[config.mk]
export PLATFORM = sky130hd
export DESIGN_NAME = rr_fanout_dispatcher
export DESIGN_NICKNAME = d
export VERILOG_FILES = /design/src/rtl/rr_fanout_dispatcher.sv
export SDC_FILE = /design/constraint.sdc
export NUM_CORES = 1
export LEC_CHECK = 0
export ABC_AREA = 1
export CAP_MARGIN = 20
export CORE_ASPECT_RATIO = 1.4
export CORE_MARGIN = 3
export CORE_UTILIZATION = 59
export CTS_CLUSTER_SIZE = 12
export DETAILED_ROUTE_END_ITERATION = 8
export PLACE_DENSITY = 0.89
export SYNTH_ARGS = -nofsm -noshare
export SYNTH_HDL_FRONTEND = slang
export SYNTH_SLANG_ARGS = --single-unit
[constraint.sdc]
create_clock -name clk -period 3.85 [get_ports clk]
set_clock_uncertainty 0.2 [all_clocks]
set_input_delay 0.5775 -clock clk [delete_from_list [all_inputs] [get_ports clk]]
set_output_delay 0.5775 -clock clk [all_outputs]
set_load 0.02 [all_outputs]
[src/rtl/rr_fanout_dispatcher.sv]
// Round-robin fan-out feeder: a small input FIFO whose head word is offered to
// N_OUT consumers in turn, skipping any consumer that stalls for STALL_LIMIT cycles.
module rr_fanout_dispatcher #(
   parameter int DATA_W      = 8,
   parameter int N_OUT       = 5,
   parameter int FIFO_DEPTH  = 4,
   parameter int STALL_LIMIT = 15
) (
   input  logic              clk,
   input  logic              rst,
   input  logic              in_valid,
   output logic              in_ready,
   input  logic [DATA_W-1:0] in_data,
   output logic [N_OUT-1:0]  out_valid,
   input  logic [N_OUT-1:0]  out_ready,
   output logic [DATA_W-1:0] out_data,
   output logic [2:0]        sel_idx,
   output logic [15:0]       dispatch_cnt,
   output logic [7:0]        skip_cnt
);

   localparam int AW = $clog2(FIFO_DEPTH);
   localparam int FW = AW + 1;
   localparam logic [FW-1:0] FILL_MAX  = FW'(FIFO_DEPTH);
   localparam logic [7:0]    STALL_MAX = 8'(STALL_LIMIT);
   localparam logic [2:0]    PTR_LAST  = 3'(N_OUT - 1);

   typedef enum logic [1:0] {
      ST_IDLE  = 2'd0,
      ST_OFFER = 2'd1,
      ST_SKIP  = 2'd2
   } state_t;

   state_t            state_r, state_next_s;
   logic [2:0]        ptr_r, ptr_next_s;
   logic [7:0]        stall_r, stall_next_s;
   logic [FW-1:0]     fill_r, fill_next_s;
   logic [AW-1:0]     rd_ptr_r, wr_ptr_r, rd_next_s;
   logic [DATA_W-1:0] mem_r [FIFO_DEPTH];
   logic              in_ready_r;
   logic [N_OUT-1:0]  out_valid_r;
   logic [DATA_W-1:0] out_data_r, head_next_s;
   logic [15:0]       dispatch_cnt_r;
   logic [7:0]        skip_cnt_r;
   logic              push_s, xfer_s, skip_inc_s;

   function automatic logic [2:0] ptr_inc(input logic [2:0] p);
      logic [2:0] r;
      if (p == PTR_LAST) begin
         r = 3'd0;
      end else begin
         r = p + 3'd1;
      end
      return r;
   endfunction

   function automatic logic [N_OUT-1:0] one_hot(input logic [2:0] p);
      logic [N_OUT-1:0] r;
      r = {N_OUT{1'b0}};
      for (int i = 0; i < N_OUT; i++) begin
         if (p == 3'(i)) begin
            r[i] = 1'b1;
         end else begin
            r[i] = 1'b0;
         end
      end
      return r;
   endfunction

   // Handshake decode; out_valid_r is only ever one-hot(ptr) in OFFER, so other ready bits drop out
   always_comb begin
      push_s      = in_valid & in_ready_r;
      xfer_s      = (state_r == ST_OFFER) & (|(out_ready & out_valid_r));
      fill_next_s = fill_r + FW'(push_s) - FW'(xfer_s);
      rd_next_s   = rd_ptr_r + AW'(xfer_s);
      if (push_s && (wr_ptr_r == rd_next_s)) begin
         head_next_s = in_data;
      end else begin
         head_next_s = mem_r[rd_next_s];
      end
   end

   // Offer/skip state machine: next state, pointer and stall counter
   always_comb begin
      state_next_s = state_r;
      ptr_next_s   = ptr_r;
      stall_next_s = stall_r;
      skip_inc_s   = 1'b0;
      case (state_r)
         ST_IDLE: begin
            if (fill_r != {FW{1'b0}}) begin
               state_next_s = ST_OFFER;
            end else begin
               state_next_s = ST_IDLE;
            end
         end
         ST_OFFER: begin
            if (xfer_s) begin
               ptr_next_s   = ptr_inc(ptr_r);
               stall_next_s = 8'd0;
               if (fill_next_s != {FW{1'b0}}) begin
                  state_next_s = ST_OFFER;
               end else begin
                  state_next_s = ST_IDLE;
               end
            end else begin
               stall_next_s = stall_r + 8'd1;
               if (stall_next_s == STALL_MAX) begin
                  state_next_s = ST_SKIP;
               end else begin
                  state_next_s = ST_OFFER;
               end
            end
         end
         ST_SKIP: begin
            ptr_next_s   = ptr_inc(ptr_r);
            stall_next_s = 8'd0;
            skip_inc_s   = 1'b1;
            state_next_s = ST_OFFER;
         end
         default: begin
            ptr_next_s   = 3'd0;
            stall_next_s = 8'd0;
            state_next_s = ST_IDLE;
         end
      endcase
   end

   // Control registers, counters and registered outputs
   always_ff @(posedge clk) begin
      if (rst) begin
         state_r        <= ST_IDLE;
         ptr_r          <= 3'd0;
         stall_r        <= 8'd0;
         fill_r         <= {FW{1'b0}};
         rd_ptr_r       <= {AW{1'b0}};
         wr_ptr_r       <= {AW{1'b0}};
         in_ready_r     <= 1'b0;
         out_valid_r    <= {N_OUT{1'b0}};
         out_data_r     <= {DATA_W{1'b0}};
         dispatch_cnt_r <= 16'd0;
         skip_cnt_r     <= 8'd0;
      end else begin
         state_r     <= state_next_s;
         ptr_r       <= ptr_next_s;
         stall_r     <= stall_next_s;
         fill_r      <= fill_next_s;
         rd_ptr_r    <= rd_next_s;
         wr_ptr_r    <= wr_ptr_r + AW'(push_s);
         in_ready_r  <= (fill_next_s < FILL_MAX);
         out_data_r  <= head_next_s;
         if (state_next_s == ST_OFFER) begin
            out_valid_r <= one_hot(ptr_next_s);
         end else begin
            out_valid_r <= {N_OUT{1'b0}};
         end
         dispatch_cnt_r <= dispatch_cnt_r + 16'(xfer_s);
         if (skip_inc_s && (skip_cnt_r != 8'hFF)) begin
            skip_cnt_r <= skip_cnt_r + 8'd1;
         end else begin
            skip_cnt_r <= skip_cnt_r;
         end
      end
   end

   // FIFO storage; cleared on reset so out_data reads zero afterwards
   always_ff @(posedge clk) begin
      if (rst) begin
         for (int i = 0; i < FIFO_DEPTH; i++) begin
            mem_r[i] <= {DATA_W{1'b0}};
         end
      end else begin
         if (push_s) begin
            mem_r[wr_ptr_r] <= in_data;
         end else begin
            mem_r[wr_ptr_r] <= mem_r[wr_ptr_r];
         end
      end
   end

   assign in_ready     = in_ready_r;
   assign out_valid    = out_valid_r;
   assign out_data     = out_data_r;
   assign sel_idx      = ptr_r;
   assign dispatch_cnt = dispatch_cnt_r;
   assign skip_cnt     = skip_cnt_r;

endmodule
==> summary.txt <==
Outcome
  • Outcome: finished clean

CTS
  • Post-CTS setup buffer count: 0
  • CTS root buf: clkbuf_8
  • CTS Buffer Depth: 2
  • H-tree Lvls: 3
  • CTS tree: yes
  • CTS Buf Count: 9
  • Clk_lat worst skew: 0.35 ns
  • CTS resizes: 0
  • Post-CTS Hold Buffers: 0
  • Sink Count: 90
  • Worst-path clk slew: 0.09 ns

Global route
  • Vias in the first global route: 3,562
  • Initial antenna violation count: 0
  • GRT Util Overall: 23.2%
  • First-pass GRT wire length: 15.5 mm
  • Congestion Overflow GR: 0
  • Largest net degree at the start of global routing: 22

Placed design
  • Placement Setup Slack: 0.473 ns
  • Number of port buffers: 56
  • Post-DP HPWL: 6.82 mm
  • GPL Wtd Cong: 0.881

Hold path
  • HP Class: register to register

Setup path
  • Worst path most repeated cell: inv_1
  • Worst-path fanout max: 6
  • Worst setup SP type: input pin
  • Reg2reg path depth: 15
  • CP endpoint: out_valid[0]
  • Worst path required time: 3.90 ns
  • Crit. path cell count: 17
  • CP max-delay cell: fa_1
  • CP Class: input pin to register
  • R2r setup slk: 1.12 ns
  • Delay-heaviest family, CP: adder cells
  • Cell breakdown of the critical path: clkdlybuf4s50_1, nand2_1, nand3_1, o21bai_1, inv_1, ha_1, inv_1, ha_1, inv_1, fa_1, inv_1, nor2_1, nand2_1, a21oi_1, nand2_1, nand2_2, nor2_1
  • Crit path arrival time: 3.05 ns
  • CP bufs+invs: 5
  • Critical register-to-register path startpoint: state_r[0]
  • Crit. Startpoint: out_ready[1]
  • Crit. End Element: register
  • Slowest Stage Delay on Critical Path: 0.50 ns
  • Reg2Reg Capture Point: out_valid[0]

Timing
  • PnR worst setup slack: 0.849 ns
  • FMAX: 333 MHz
  • Slew HR: 68.8%
  • TNS Setup: 0 ns
  • Worst-Margin Slew: 0.469 ns
  • Hold Vio Cnt, Final: 0
  • Fin crit period: 3.00 ns
  • Final worst path period share: 77.9%
  • Finish-stage setup viols: 0
  • RSZ-0062 raised after global routing: false
  • Max Slew Vio Count: 0

Drt
  • Post-DR wirelength/cell: 13.4 um
  • Drc violations: 0
  • Initial detailed-routing violation count: 193
  • Post-route ant nets: 0
  • Average vias per placed instance: 5.18
  • Via count: 3,611
  • WL final: 9.33 mm
  • Drt pass-1 iters: 5

Floorplanning
  • Rows: 36
  • Die X-Extent: 78.0 um
  • Ports: 57
  • Die H: 107 um
  • Die area: 8330 um^2
  • Core region area: 7030 um^2
  • Starting density of the core: 60.9%

Synth
  • Synthesis Warnings: 0
  • Post-synth top area share: 27.1%
  • Main synth FF type: dfxtp_1
  • Post-Syn Instances: 538
  • Most common cell in the synthesized netlist: nand2_1
  • Syn_nets: 566
  • Most area-consuming cells after synthesis: dfxtp_1 (27%), edfxtp_1 (22%), nand2_1 (13%)
  • Cell Area, Synth: 4280 um^2
  • Ys async rst share: 0%
  • Synth unique cells: 38
  • Sequential area share after synthesis: 49.6%
  • Synthesized area per cell: 7.96 um^2
  • EDFF count, synth: 32
  • Number of synthesized register bits: 90
  • Synth top cells by count: nand2_1 (145), nor2_1 (88), inv_1 (65), dfxtp_1 (58), edfxtp_1 (32)
  • Synth area leader: dfxtp_1

Power and ir drop
  • Int Pwr: 1540 uW
  • Sw frac: 30.2%
  • Clock share of power: 29.5%
  • Switch Pwr: 666 uW
  • Combinational power share: 19.7%
  • P_leak: 0.00215 uW
  • Sequential share of power: 50.8%
  • Cell Pwr Density: 431 nW/um^2
  • Worst IR drop on VDD: 0.314 mV

Cells and area
  • Layout cells sized above 1: 7.97%
  • Area grow syn2layout: 19.5%
  • Nets: 625
  • Util after Layout: 72.8%
  • Diodes inserted: 0

Run
  • # Max-Cap Violations: 0
routing by layer:
layer	global-route usage (%)	vias to the layer above	routed length [um]
met5	0	-	0
met4	11.4	0	298
met3	2.94	30	342
met2	42.8	91	5000
met1	26.1	1669	3700
li1	-	1821	-
cells by family after synthesis:
logic type	count (synthesis)	synth area share (%)
AOI/OAI and AO/OA	55	6.78
DFF	90	49.6
muxes	8	2.10
and+or+nand+nor	288	28.5
adders and majority gates	12	3.68
buffers and inverters	78	7.54
xor gates and xnor gates	7	1.87
power by group through the flow:
stage               Combinational [uW]  Sequential (uW)  Clock [uW]
floorplan                          268             1160           0
global placement                   412             1140           0
detailed placement                 432             1140           0
CTS                                434             1120         655
global route                       481             1130         689
finish                             435             1120         650
worst min-delay path by stage:
stage                     start                to  slack [ns]  cells after the start
2_1_floorplan        stall_r[7]        stall_r[7]        0.25                      2
3_3_place_gp   dispatch_cnt[12]  dispatch_cnt[12]        0.27                      2
3_5_place_dp   dispatch_cnt[12]  dispatch_cnt[12]        0.27                      2
4_1_cts        dispatch_cnt[15]  dispatch_cnt[15]        0.29                      2
5_1_grt              stall_r[7]        stall_r[7]        0.32                      2
6_report       dispatch_cnt[12]  dispatch_cnt[12]        0.29                      2
layout by cell type (no fill, tap or decap), types with 3 or more instances in the layout:
| master | n |
|---|---|
| nand3_2 | 3 |
| xnor2_1 | 4 |
| buf_4 | 3 |
| mux2_2 | 8 |
| clkdlybuf4s50_1 | 56 |
| nand4_1 | 5 |
| nor2_1 | 88 |
| dfxtp_1 | 58 |
| inv_6 | 3 |
| o21ai_0 | 23 |
| nor2_4 | 4 |
| nor2_2 | 4 |
| inv_1 | 65 |
| edfxtp_1 | 32 |
| nor3_1 | 3 |
| nand2_2 | 3 |
| nand3_1 | 26 |
| a21oi_1 | 26 |
| clkbuf_8 | 9 |
| nand2_1 | 145 |
| ha_1 | 11 |
registers in the layout, indices dropped and copies added (netlist names):
signal,flops
fill_r,3
skip_cnt,8
mem_r,32
rd_ptr_r,2
dispatch_cnt,16
sel_idx,3
out_data,8
out_valid,5
stall_r,8
wr_ptr_r,2
state_r,2
in_ready,1
area by class of cell:
cell class / count / area, um^2
Tap cell: 95 / 119
Multi-Input combinational cell: 370 / 1840
Fill cell: 545 / 1910
Sequential cell: 90 / 2120
Timing Repair Buffer: 59 / 583
Clock inverter: 6 / 72.6
Inverter: 67 / 256
Clock buffer: 10 / 128
worst reg2reg max path, cell delays in order (launching register included):
cell and delay, ns:
dfxtp_1 0.45, nand2_1 0.11, o21bai_1 0.18, inv_1 0.15, ha_1 0.26, inv_1 0.06
ha_1 0.12, inv_1 0.04, fa_1 0.50, inv_1 0.05, nor2_1 0.08, nand2_1 0.06
a21oi_1 0.12, nand2_1 0.09, nand2_2 0.11, nor2_1 0.07
per-stage QoR:
stage	hold slack, ns	instances	total power [uW]	instance area (um^2)
after detailed placement	0.274	681	1570	4920
after floorplan	0.252	538	1420	4280
after CTS	0.291	697	2210	5120
after global routing	0.317	697	2300	5120
final	0.291	697	2210	5120
after global placement	0.266	681	1550	4920
(Power assumes the default switching activity.)
